File: src/rtl/linear_layer_start_fifo_store.sv
// ----------------------------------------------------------------------------
// linear_layer_start_fifo_store
// Shift-register data store for the start-channel FIFO. On a write, every
// entry moves one slot deeper and the new word lands in slot 0. Reads are
// combinational from the registers at the supplied address. There is no reset,
// so synthesis can map the array onto SRL primitives.
//
// Ports:
//   clk   in   clock
//   we    in   shift-in enable
//   addr  in   read address (ADDR_WIDTH bits)
//   din   in   word shifted into slot 0
//   dout  out  word at slot addr
// ----------------------------------------------------------------------------
module linear_layer_start_fifo_store #(
   parameter int DATA_WIDTH = 1,
   parameter int ADDR_WIDTH = 1,
   parameter int DEPTH      = 2
) (
   input  logic                  clk,
   input  logic                  we,
   input  logic [ADDR_WIDTH-1:0] addr,
   input  logic [DATA_WIDTH-1:0] din,
   output logic [DATA_WIDTH-1:0] dout
);

   localparam logic [ADDR_WIDTH:0] DEPTH_W = DEPTH[ADDR_WIDTH:0];

   logic [DATA_WIDTH-1:0] mem [DEPTH];

   always_ff @(posedge clk) begin
      if (we) begin
         mem[0] <= din;
         for (int i = 1; i < DEPTH; i++) begin
            mem[i] <= mem[i-1];
         end
      end
   end

   // When the FIFO is empty, the parent's address wraps to all ones. That
   // address can fall outside a non-power-of-two array, so the read is
   // guarded. The output is a don't-care in that case.
   always_comb begin
      dout = '0;
      if ({1'b0, addr} < DEPTH_W) begin
         dout = mem[addr];
      end
   end

endmodule

File: src/rtl/linear_layer_start_fifo_srl.sv
// ----------------------------------------------------------------------------
// linear_layer_start_fifo_srl
// Handshake FIFO controller for a start/token channel between a producer and
// a consumer PE. It tracks occupancy and registered full/empty flags, and it
// generates the read address into a shift-register store.
//
// The head of the queue is always at slot count-1. A push shifts the array,
// which moves the head one slot deeper. So a simultaneous push+pop keeps the
// count fixed and exposes the next-oldest word at the same address.
//
// Ports:
//   clk          in   clock
//   reset        in   synchronous active-high reset
//   if_full_n    out  1 = space available (registered)
//   if_write_ce  in   write clock-enable
//   if_write     in   write request
//   if_din       in   write data
//   if_empty_n   out  1 = data available (registered)
//   if_read_ce   in   read clock-enable
//   if_read      in   read request / acknowledge of if_dout
//   if_dout      out  head-of-queue word (show-ahead)
// ----------------------------------------------------------------------------
module linear_layer_start_fifo_srl #(
   parameter int DATA_WIDTH = 1,
   parameter int ADDR_WIDTH = 1,
   parameter int DEPTH      = 2
) (
   input  logic                  clk,
   input  logic                  reset,
   output logic                  if_full_n,
   input  logic                  if_write_ce,
   input  logic                  if_write,
   input  logic [DATA_WIDTH-1:0] if_din,
   output logic                  if_empty_n,
   input  logic                  if_read_ce,
   input  logic                  if_read,
   output logic [DATA_WIDTH-1:0] if_dout
);

   localparam logic [ADDR_WIDTH:0] DEPTH_W = DEPTH[ADDR_WIDTH:0];
   localparam logic [ADDR_WIDTH:0] ONE_W   = {{ADDR_WIDTH{1'b0}}, 1'b1};

   logic [ADDR_WIDTH:0]   count_reg, count_next;
   logic                  full_n_reg, full_n_next;
   logic                  empty_n_reg, empty_n_next;
   logic                  push, pop;
   logic [ADDR_WIDTH:0]   head_idx;
   logic [ADDR_WIDTH-1:0] addr;

   assign push = if_write & if_write_ce & full_n_reg;
   assign pop  = if_read & if_read_ce & empty_n_reg;

   // When count is 0, the address wraps. if_dout is ignored while empty.
   assign head_idx = count_reg - ONE_W;
   assign addr     = head_idx[ADDR_WIDTH-1:0];

   always_comb begin
      count_next   = count_reg;
      full_n_next  = full_n_reg;
      empty_n_next = empty_n_reg;
      if (push && !pop) begin
         count_next   = count_reg + ONE_W;
         empty_n_next = 1'b1;
         full_n_next  = (count_next != DEPTH_W);
      end else if (pop && !push) begin
         count_next   = count_reg - ONE_W;
         full_n_next  = 1'b1;
         empty_n_next = (count_next != '0);
      end
   end

   always_ff @(posedge clk) begin
      if (reset) begin
         count_reg   <= '0;
         full_n_reg  <= 1'b1;
         empty_n_reg <= 1'b0;
      end else begin
         count_reg   <= count_next;
         full_n_reg  <= full_n_next;
         empty_n_reg <= empty_n_next;
      end
   end

   assign if_full_n  = full_n_reg;
   assign if_empty_n = empty_n_reg;

   linear_layer_start_fifo_store #(
      .DATA_WIDTH (DATA_WIDTH),
      .ADDR_WIDTH (ADDR_WIDTH),
      .DEPTH      (DEPTH)
   ) u_store (
      .clk  (clk),
      .we   (push),
      .addr (addr),
      .din  (if_din),
      .dout (if_dout)
   );

endmodule
File: config.mk
export PLATFORM = sky130hd
export DESIGN_NAME = linear_layer_start_fifo_srl
export DESIGN_NICKNAME = d
export VERILOG_FILES = /design/src/rtl/linear_layer_start_fifo_store.sv /design/src/rtl/linear_layer_start_fifo_srl.sv
export SDC_FILE = /design/constraint.sdc
export NUM_CORES = 1
export LEC_CHECK = 0
export ABC_AREA = 1
export BUFFER_PORTS_ARGS = -buffer_cell sky130_fd_sc_hd__buf_2
export CAP_MARGIN = 0
export CORE_AREA = 2 2 39 41
export CTS_CLUSTER_DIAMETER = 200
export CTS_CLUSTER_SIZE = 24
export DETAILED_ROUTE_END_ITERATION = 12
export DIE_AREA = 0 0 41 43
export GPL_TIMING_DRIVEN = 0
export SETUP_SLACK_MARGIN = 0.2
export SYNTH_ARGS = -nofsm -noshare
export SYNTH_HDL_FRONTEND = slang
export SYNTH_SLANG_ARGS = --single-unit
File: constraint.sdc
create_clock -name clk -period 2.45 [get_ports clk]
set_input_delay 0.1225 -clock clk [delete_from_list [all_inputs] [get_ports clk]]
set_output_delay 0.1225 -clock clk [all_outputs]
set_load 0.005 [all_outputs]
==> summary.md <==
| Metric | Value |
|---|---|
| Synth cell types | 14 |
| Post-CTS sizing | 0 |
| Vias in the first global route | around 210 |
| Number of max-cap violations | 0 |
| ANT nets after route | 0 |
| # hold bufs at CTS | 0 |
| Post-Syn Instances | 36 |
| 1st-iter DRT viols | 2 |
| Multi-input gate area | 132.6 um2 |
| Min-Delay Endpoint | u_store.mem[0] |
| Synth warn | 0 |
| Final hold slack | about 58 ps |
| Initial Utilization | 21.61% |
| P_leak | roughly 0.19 nW |
| Remaining global-route overflow | 0 |
| Num rows | 14 |
| Share of cells above drive strength 1 | 29.17% |
| Sequential Area | around 140 um2 |
| Initial antenna violation count | 0 |
| RePlAce Congestion | approximately 0.70 |
| Layout Cells excl Fill | between 60 and 70 |
| Setup TNS | 0 ps |
| DR WL/cell | between 8 and 9 um |
| Largest net degree at the start of global routing | 7 |
| Hold Crit Start | if_din |
| Sequential share of the synthesized area | approximately 47% |
| Cells after DPL | around 60 |
| Synthesized area per cell | 8.307 um2 |
| Hold Path Class | in2reg |
| Max Used Layer | met3 |
| Slowest cell on crit path | dfxtp_1 |
| Max VDD drop | ~0.17 mV |
| Worst slew pin tran | roughly 190 ps |
| Clock sinks | 6 |
| Met2 routed WL | roughly 240 um |
| CP max FO | 6 |
| Skew final | 9.865 ps |
| RSZ-0062 raised after global routing | no |
| CTS root buf | clkbuf_4 |
| Drc violations | 0 |
| CP Cell Sequence | and3_1 -> ha_1 -> nor3_1 -> nor2_1 |
| Met1 WL | 240 um |
| Fin. Hold Viols | 0 |
| Max frequency | between 700 and 800 MHz |
| Post-Route Utilization | between 20% and 30% |
| Global-route wire length before repair | about 790 um |
| Max-slew violations | 0 |
| Die Ht | around 43 um |
| Worst R2R Path Depth | 4 |
| Routed vias | about 250 |
| Die area | between 0.0015 and 0.002 mm2 |
| Via/cell ratio | approximately 4 |
| Flops & latches, synth | 6 |
| Total GRT Usage | 7.329% |
| Fin crit period | 1302 ps |
| Worst skew pair latency | between 200 and 250 ps |
| Layout filler cell count | 158 |
| Hold Path Depth | 1 |
| FF-to-FF setup slack | 1150 ps |
| Core region area | between 0.001 and 0.0015 mm2 |
| I/O pin count | 10 |
| Final setup vio count | 0 |
| Worst setup EP type | flip-flop |
| Most frequent cells in the layout | 9 x buf_2, 8 x nand2_1, 6 x inv_1 |
| H-tree depth | 1 |
| Met3 WL | between 30 and 40 um |
| Most common cell after layout, fill and taps aside | buf_2 |
| CTS tree | yes |
| Antenna cell count | 0 |
| Status | completed |
| Period utilization | between 50 and 60% |
| CP delay by family, top | simple AND/OR/NAND/NOR gates |
| Post-CTS Setup Bufs | 0 |
| CTS clock-pin slew for the worst setup and hold paths | roughly 50 ps |
| Total power | around 0.25 mW |
| Longest Clk Path Bufs | 2 |
| Synthesized area | 299.0 um2 |
| Critical Path Start | if_full_n |
| Post-Syn Nets | 46 |
| Reg-to-Reg Start | if_full_n |
| Critical Path AT | 1430 ps |
| Max incr delay on CP | ~330 ps |
| Final WL | a little over 500 um |
| Critical Path Start Type | flip-flop |
| Pwr dens | approximately 650 mW/mm2 |
| Worst EP required | around 2600 ps |
| P&R area growth vs syn | 29.29% |
| Drt pass-1 iters | 2 |
| Die width | roughly 40 um |
| Total CTS buffers | 3 |
| Dpl hpwl | 439.4 um |
| R2r endpoint | if_empty_n |
| Critical path buffers and inverters | 0 |
| Final #Nets | 60 |
| Port-buffer cells | 9 |
| Critical path class | reg2reg |
| Max-slew headroom | 87.52% |
-- routing by layer --
metal / up-vias / global-route usage (%)
met1: 106 / 8.039
met5: - / 0
met3: 0 / 4.712
met2: 6 / 9.375
met4: 0 / 6.000
li1: 142 / -
-- how the worst max path moves through the flow --
stage | to | slack [ps] | cells past startpoint
CTS | if_empty_n | 1120 | 4
floorplan | if_empty_n | 1240 | 4
finish | if_empty_n | 1150 | 4
global route | if_empty_n | 1020 | 4
detailed placement | if_empty_n | 1140 | 4
global placement | if_empty_n | 1130 | 4
-- metrics by stage --
| stage | instance area [um2] | worst slack, ps |
|---|---|---|
| final | 386.6 | 1148 |
| after global placement | 364.1 | 1134 |
| after CTS | 386.6 | 1124 |
| after detailed placement | 364.1 | 1136 |
| after global routing | 386.6 | 1020 |
| after floorplan | 299.0 | 1244 |
-- cells by family (layout without fill, tap and decap cells) --
kind of cell	count (synthesis)	count (layout)	synth area share, %
AOI/OAI and AO/OA	6	6	12.14
and+or+nand+nor	14	14	19.67
buffers and inverters	7	19	8.785
DFF	6	6	46.86
adders and majority gates	3	3	12.55
-- final cells by class --
| class | count | share of cell area, % |
|---|---|---|
| flip-flops and latches | 6 | 36.25 |
| multi-input cells | 23 | 34.30 |
| repair buffers | 9 | 11.65 |
| inverters | 7 | 6.796 |
| clock buffers | 3 | 5.825 |
| well taps | 16 | 5.178 |
-- synth_stat cells (all sizes together) --
| library cell | number | area [um2] |
|---|---|---|
| a21oi | 3 | 18.77 |
| and3 | 1 | 6.260 |
| dfxtp | 4 | 80.08 |
| edfxtp | 2 | 60.06 |
| ha | 3 | 37.54 |
| inv | 7 | 26.27 |
| nand2 | 8 | 30.03 |
| nand3 | 2 | 10.01 |
| nor2 | 2 | 7.510 |
| nor3 | 1 | 5.000 |
| o21ai | 2 | 10.01 |
| o21bai | 1 | 7.510 |
-- where the power goes --
group | switching [mW] | internal [mW] | leakage (nW) | total, mW
combinational | 0.0234 | 0.0205 | 0.125 | 0.0439
clock | 0.0347 | 0.0554 | 0.0138 | 0.0900
sequential | 0.00496 | 0.112 | 0.0517 | 0.117
total | 0.0630 | 0.188 | 0.191 | 0.251
Power figures use the tool's default switching activity.
